<file path="config.mk">
export PLATFORM = sky130hd
export DESIGN_NAME = sha2_round_engine
export DESIGN_NICKNAME = d
export VERILOG_FILES = /design/src/rtl/sha2_pkg.sv /design/src/rtl/sha2_round_func.sv /design/src/rtl/sha2_round_engine.sv
export SDC_FILE = /design/constraint.sdc
export NUM_CORES = 2
export LEC_CHECK = 0
export CAP_MARGIN = 15
export CORE_ASPECT_RATIO = 1.2
export CORE_UTILIZATION = 56
export CTS_CLUSTER_DIAMETER = 40
export CTS_CLUSTER_SIZE = 16
export DETAILED_ROUTE_END_ITERATION = 10
export HOLD_SLACK_MARGIN = 0.08
export PLACE_DENSITY = 0.95
export REMOVE_ABC_BUFFERS = 1
export SLEW_MARGIN = 20
export SYNTH_ARGS = -nofsm -noshare
export SYNTH_HDL_FRONTEND = slang
export SYNTH_SLANG_ARGS = --single-unit
</file>
<file path="constraint.sdc">
create_clock -name clk -period 55 [get_ports clk]
set_input_delay 8.25 -clock clk [delete_from_list [all_inputs] [get_ports clk]]
set_output_delay 8.25 -clock clk [all_outputs]
set_load 0.02 [all_outputs]
</file>
<file path="src/rtl/sha2_pkg.sv">
// Shared types, rotation constants and word-slice helpers for the SHA-2 round engine.
package sha2_pkg;

  typedef enum logic [1:0] {
    IDLE,
    RUN,
    FINAL
  } state_e;

  localparam int unsigned NWORDS = 8;

  localparam int unsigned SIG0_256_A = 2;
  localparam int unsigned SIG0_256_B = 13;
  localparam int unsigned SIG0_256_C = 22;
  localparam int unsigned SIG1_256_A = 6;
  localparam int unsigned SIG1_256_B = 11;
  localparam int unsigned SIG1_256_C = 25;

  localparam int unsigned SIG0_512_A = 28;
  localparam int unsigned SIG0_512_B = 34;
  localparam int unsigned SIG0_512_C = 39;
  localparam int unsigned SIG1_512_A = 14;
  localparam int unsigned SIG1_512_B = 18;
  localparam int unsigned SIG1_512_C = 41;

  // Word 0 (A) occupies the most significant slice of an 8*WIDTH bus.
  function automatic int unsigned word_lo(input int unsigned idx, input int unsigned width);
    return (NWORDS - 1 - idx) * width;
  endfunction

endpackage

</file>
<file path="src/rtl/sha2_round_func.sv">
// Combinational SHA-2 round: Ch, Ma, Sigma0, Sigma1 and the T1/T2 adders.
module sha2_round_func
  import sha2_pkg::*;
#(
  parameter int unsigned WIDTH = 32
) (
  input  logic [WIDTH-1:0] a_i,
  input  logic [WIDTH-1:0] b_i,
  input  logic [WIDTH-1:0] c_i,
  input  logic [WIDTH-1:0] d_i,
  input  logic [WIDTH-1:0] e_i,
  input  logic [WIDTH-1:0] f_i,
  input  logic [WIDTH-1:0] g_i,
  input  logic [WIDTH-1:0] h_i,
  input  logic [WIDTH-1:0] w_i,
  input  logic [WIDTH-1:0] k_i,
  output logic [WIDTH-1:0] a_o,
  output logic [WIDTH-1:0] e_o
);

  localparam int unsigned S0A = (WIDTH == 64) ? SIG0_512_A : SIG0_256_A;
  localparam int unsigned S0B = (WIDTH == 64) ? SIG0_512_B : SIG0_256_B;
  localparam int unsigned S0C = (WIDTH == 64) ? SIG0_512_C : SIG0_256_C;
  localparam int unsigned S1A = (WIDTH == 64) ? SIG1_512_A : SIG1_256_A;
  localparam int unsigned S1B = (WIDTH == 64) ? SIG1_512_B : SIG1_256_B;
  localparam int unsigned S1C = (WIDTH == 64) ? SIG1_512_C : SIG1_256_C;

  function automatic logic [WIDTH-1:0] rotr(input logic [WIDTH-1:0] x, input int unsigned n);
    return (x >> n) | (x << (WIDTH - n));
  endfunction

  logic [WIDTH-1:0] sum0, sum1, ch, maj, t1, t2;

  always_comb begin
    sum0 = rotr(a_i, S0A) ^ rotr(a_i, S0B) ^ rotr(a_i, S0C);
    sum1 = rotr(e_i, S1A) ^ rotr(e_i, S1B) ^ rotr(e_i, S1C);
    ch   = (e_i & f_i) ^ (~e_i & g_i);
    maj  = (a_i & b_i) ^ (a_i & c_i) ^ (b_i & c_i);
    t1   = h_i + sum1 + ch + k_i + w_i;
    t2   = sum0 + maj;
    a_o  = t1 + t2;
    e_o  = d_i + t1;
  end

endmodule

</file>
<file path="src/rtl/sha2_round_engine.sv">
// Iterative SHA-2 compression core, one round per accepted W_t/K_t word.
// Define SHA2_FEEDFORWARD_EN to add the saved initial state into the result.
module sha2_round_engine
  import sha2_pkg::*;
#(
  parameter int unsigned WIDTH  = 32,
  parameter int unsigned ROUNDS = 64,
  parameter int unsigned CNT_W  = 7
) (
  input  logic                 clk,
  input  logic                 rst,
  input  logic                 start,
  input  logic [8*WIDTH-1:0]   init_state,
  input  logic                 wt_valid,
  output logic                 wt_ready,
  input  logic [WIDTH-1:0]     w_t,
  input  logic [WIDTH-1:0]     k_t,
  output logic                 busy,
  output logic [CNT_W-1:0]     round_cnt,
  output logic                 done,
  output logic [8*WIDTH-1:0]   state_out
);

  if (WIDTH != 32 && WIDTH != 64) begin : g_bad_width
    $error("sha2_round_engine: WIDTH must be 32 or 64");
  end
  if ((2 ** CNT_W) <= ROUNDS) begin : g_bad_cnt_w
    $error("sha2_round_engine: CNT_W too small for ROUNDS");
  end

  localparam logic [CNT_W-1:0] LAST_CNT = CNT_W'(ROUNDS - 1);

  state_e             state_q;
  logic [WIDTH-1:0]   work_q [NWORDS];
  logic [CNT_W-1:0]   cnt_q;
  logic               ready_q;
  logic               busy_q;
  logic               done_q;
  logic [8*WIDTH-1:0] out_q;
  logic [WIDTH-1:0]   a_d;
  logic [WIDTH-1:0]   e_d;
  logic               fire;
`ifdef SHA2_FEEDFORWARD_EN
  logic [WIDTH-1:0]   init_q [NWORDS];
`endif

  assign fire = wt_valid && ready_q;

  sha2_round_func #(.WIDTH(WIDTH)) u_round (
    .a_i (work_q[0]),
    .b_i (work_q[1]),
    .c_i (work_q[2]),
    .d_i (work_q[3]),
    .e_i (work_q[4]),
    .f_i (work_q[5]),
    .g_i (work_q[6]),
    .h_i (work_q[7]),
    .w_i (w_t),
    .k_i (k_t),
    .a_o (a_d),
    .e_o (e_d)
  );

  always_ff @(posedge clk or posedge rst) begin
    if (rst) begin
      state_q <= IDLE;
      ready_q <= 1'b0;
      busy_q  <= 1'b0;
      done_q  <= 1'b0;
      cnt_q   <= '0;
      out_q   <= '0;
      for (int unsigned i = 0; i < NWORDS; i++) begin
        work_q[i] <= '0;
`ifdef SHA2_FEEDFORWARD_EN
        init_q[i] <= '0;
`endif
      end
    end else begin
      done_q <= 1'b0;
      case (state_q)
        IDLE: begin
          if (start) begin
            for (int unsigned i = 0; i < NWORDS; i++) begin
              work_q[i] <= init_state[word_lo(i, WIDTH) +: WIDTH];
`ifdef SHA2_FEEDFORWARD_EN
              init_q[i] <= init_state[word_lo(i, WIDTH) +: WIDTH];
`endif
            end
            cnt_q   <= '0;
            busy_q  <= 1'b1;
            ready_q <= 1'b1;
            state_q <= RUN;
          end
        end
        RUN: begin
          if (fire) begin
            work_q[0] <= a_d;
            work_q[1] <= work_q[0];
            work_q[2] <= work_q[1];
            work_q[3] <= work_q[2];
            work_q[4] <= e_d;
            work_q[5] <= work_q[4];
            work_q[6] <= work_q[5];
            work_q[7] <= work_q[6];
            cnt_q     <= cnt_q + CNT_W'(1);
            // ready drops on the last transfer so no extra word is ever taken
            if (cnt_q == LAST_CNT) begin
              ready_q <= 1'b0;
              state_q <= FINAL;
            end
          end
        end
        FINAL: begin
          for (int unsigned i = 0; i < NWORDS; i++) begin
`ifdef SHA2_FEEDFORWARD_EN
            out_q[word_lo(i, WIDTH) +: WIDTH] <= work_q[i] + init_q[i];
`else
            out_q[word_lo(i, WIDTH) +: WIDTH] <= work_q[i];
`endif
          end
          done_q  <= 1'b1;
          busy_q  <= 1'b0;
          state_q <= IDLE;
        end
        default: state_q <= IDLE;
      endcase
    end
  end

  assign wt_ready  = ready_q;
  assign busy      = busy_q;
  assign done      = done_q;
  assign round_cnt = cnt_q;
  assign state_out = out_q;

endmodule

</file>
==> reports/results.ini <==
[outcome]
outcome = complete, but fails checks
violations = slew limit

[yosys]
synth_edf_count = 0
synthTopCellsByArea = dfrtp_1 42%, nand2_1 15%, fa_1 8.1%
yosysWarnings = 0
yosysMostFrequentCell = nand2_1
async_reset_ff_frac = 1.000
syn_area_mm2 = 0.03101
ys_seq_elements = 524
synth_common_cells = 1203 x nand2_1, 524 x dfrtp_1, 284 x nor2_1
yosys.area.top_type_share = 0.4229
synth_top_cell_by_area = dfrtp_1
synthFlopType = dfrtp_1
synth_seq_area_share = 0.4229
synth_cell_types = 69
syn_area_per_cell_um2 = 8.397
netlist_instances = 3693

[layout]
syn_to_final_growth_pct = 27.01
final_core_util = 0.7186
drive_above_1_share = 0.04424
nets = 4673
final_cells = 4926

[sta]
fmax_ghz = 0.06468
final-hold-violation-count = 0
rsz0062_at_grt = false
timing.slew.headroom = -0.07271
setup_slack_ns = 39.54
setup_tns_ns = 0
skew_ns = 0.01857
min_period_ns = 15.46
setup_viol = 0
tightest_slew_ns = 1.609
finalCritPeriodShare = 0.2811
maxSlewViolCount = 78

[grt]
use_met1 = 0.4587
use_met3 = 0.07544
antenna_found_initial = 24
track_usage = 0.3819
grt-ovfl-total = 0
use_met2 = 0.6203
grt_pass1_wl_um = 165200
first_global_vias = 29031
grt-busiest-layer = met2
grt_max_degree = 216

[drt]
num_vias = 29269
vias_per_cell = 5.942
first_iter_violations = 3303
ant_nets = 0
wire_per_inst_um = 22.13
wl_um = 109000
drtPass1Iterations = 8
drcViolationCount = 0

[floorplan]
io_pins = 590
start_util = 0.5658
rows = 94
core-area_mm2 = 0.05481
die_area_mm2 = 0.05632
fp.dieW_um = 216.8
dieHeight_um = 259.8

[clocking]
post_cts_buffers = 0
cts_buffer_depth = 3
cts_buffers = 61
cts_tree = done
clk_latency_ns = 0.63
clock-sinks = 524
clk_pin_slew_ns = 0.07
hold_buffers = 0
htree_levels = 2
cts-resized-gates = 0
cts-root-buf = clkbuf_16

[setup_path]
cp.arrival_ns = 16.02
worstPathMaxFanout = 5
crit_path_start_kind = input port
critPathKind = input port to flop
critPathRequiredTime_ns = 55.56
slowest_stage = or4b_1
crit_top_cell = fa_1
slowest_delay_ns = 0.51
endpoint_kind = flop

[placement]
io_buffers = 589
pre_cts_ws_ns = 38.99
placedCellCount = 4786
dp_hpwl_um = 76200
place_congestion = 0.9533

[worst_hold_path]
min-delay-path-class = flop to flop

[flow_run]
cap_viol_max_count = 0

==> through the flow <==
stage / hold slack, ns / area, um^2
global route: 0.4901 / 39380
finish: 0.4741 / 39390
detailed placement: 0.4612 / 37160
global placement: 0.4560 / 37160
CTS: 0.4776 / 39300
floorplan: 0.4633 / 30120
==> cells in the final DEF (no fill, tap or decap), drive strengths merged, types with 6 or more instances in the layout <==
master and n:
nand4 6, ha 94, a21o 78, o31ai 8
buf 22, xor2 69, a22oi 15, nor3 14
inv 271, a21oi 120, nand3 15, and3 11
xnor2 141, clkinv 20, nor2 284, mux2 29
fa 125, mux2i 7, nand2b 12, a31oi 201
o21ai 140, o21bai 9, clkinvlp 6, or3 6
a211oi 7, clkdlybuf4s50 589, clkbuf 69, diode 24
dfrtp 524, nand2 1203, o21a 16
==> sequential cells by signal, indices dropped and copies added (netlist names) <==
signal     cells
round_cnt      7
done           1
state_out    256
busy           1
wt_ready       1
work_q       256
state_q        2
==> critical path, delay by kind of cell <==
family	cells	cell delay, ns
adders and majority gates	7	2.98
AOI/OAI and AO/OA	12	2.63
and+or+nand+nor	6	1.20
buffers and inverters	5	0.70
xor gates and xnor gates	1	0.23
==> kinds of logic after synthesis <==
family                     count (synthesis)  synth area share
buffers and inverters                    490           0.05931
xor gates and xnor gates                 212           0.06076
AOI/OAI and AO/OA                        631            0.1267
muxes                                     36           0.01279
adders and majority gates                221            0.1193
DFF                                      524            0.4229
and+or+nand+nor                         1579            0.1983
==> worst paths after layout <==
kind	startpoint	end	slack, ns	cells after the start
min in group asynchronous	rst	state_out[3]$_DFFE_PP0P_	8.13	2
worst max register to register	work_q[1]$_DFFE_PP0P_	work_q[253]$_DFFE_PP0P_	47.25	30
worst min register to register	state_out[170]$_DFFE_PP0P_	state_out[170]$_DFFE_PP0P_	0.47	2
worst max-delay path	w_t[1]	work_q[253]$_DFFE_PP0P_	39.54	31
max in group asynchronous	rst	work_q[128]$_DFFE_PP0P_	44.60	4
worst min-delay path	state_out[170]$_DFFE_PP0P_	state_out[170]$_DFFE_PP0P_	0.47	2
==> per-layer routing <==
metal | share of wire | routed length [um]
met1 | 0.36 | 39400
met3 | 0.086 | 9387
met5 | 0.00025 | 27
met2 | 0.47 | 51250
met4 | 0.082 | 8953
==> final cells by class <==
type                       instances  area, um^2
timing repair buffer             611        6110
inverter                         253       964.7
clock buffer                      69        1609
sequential                       524       13110
antenna                           24       60.06
fill                            3734       15420
multi-input combinational       2679       16100
clock inverter                    46       525.5
tap                              720       900.9
Power is left out: the tool's default activity adds up to more than one toggle a clock period on the data nets, which glitch-free logic cannot reach.
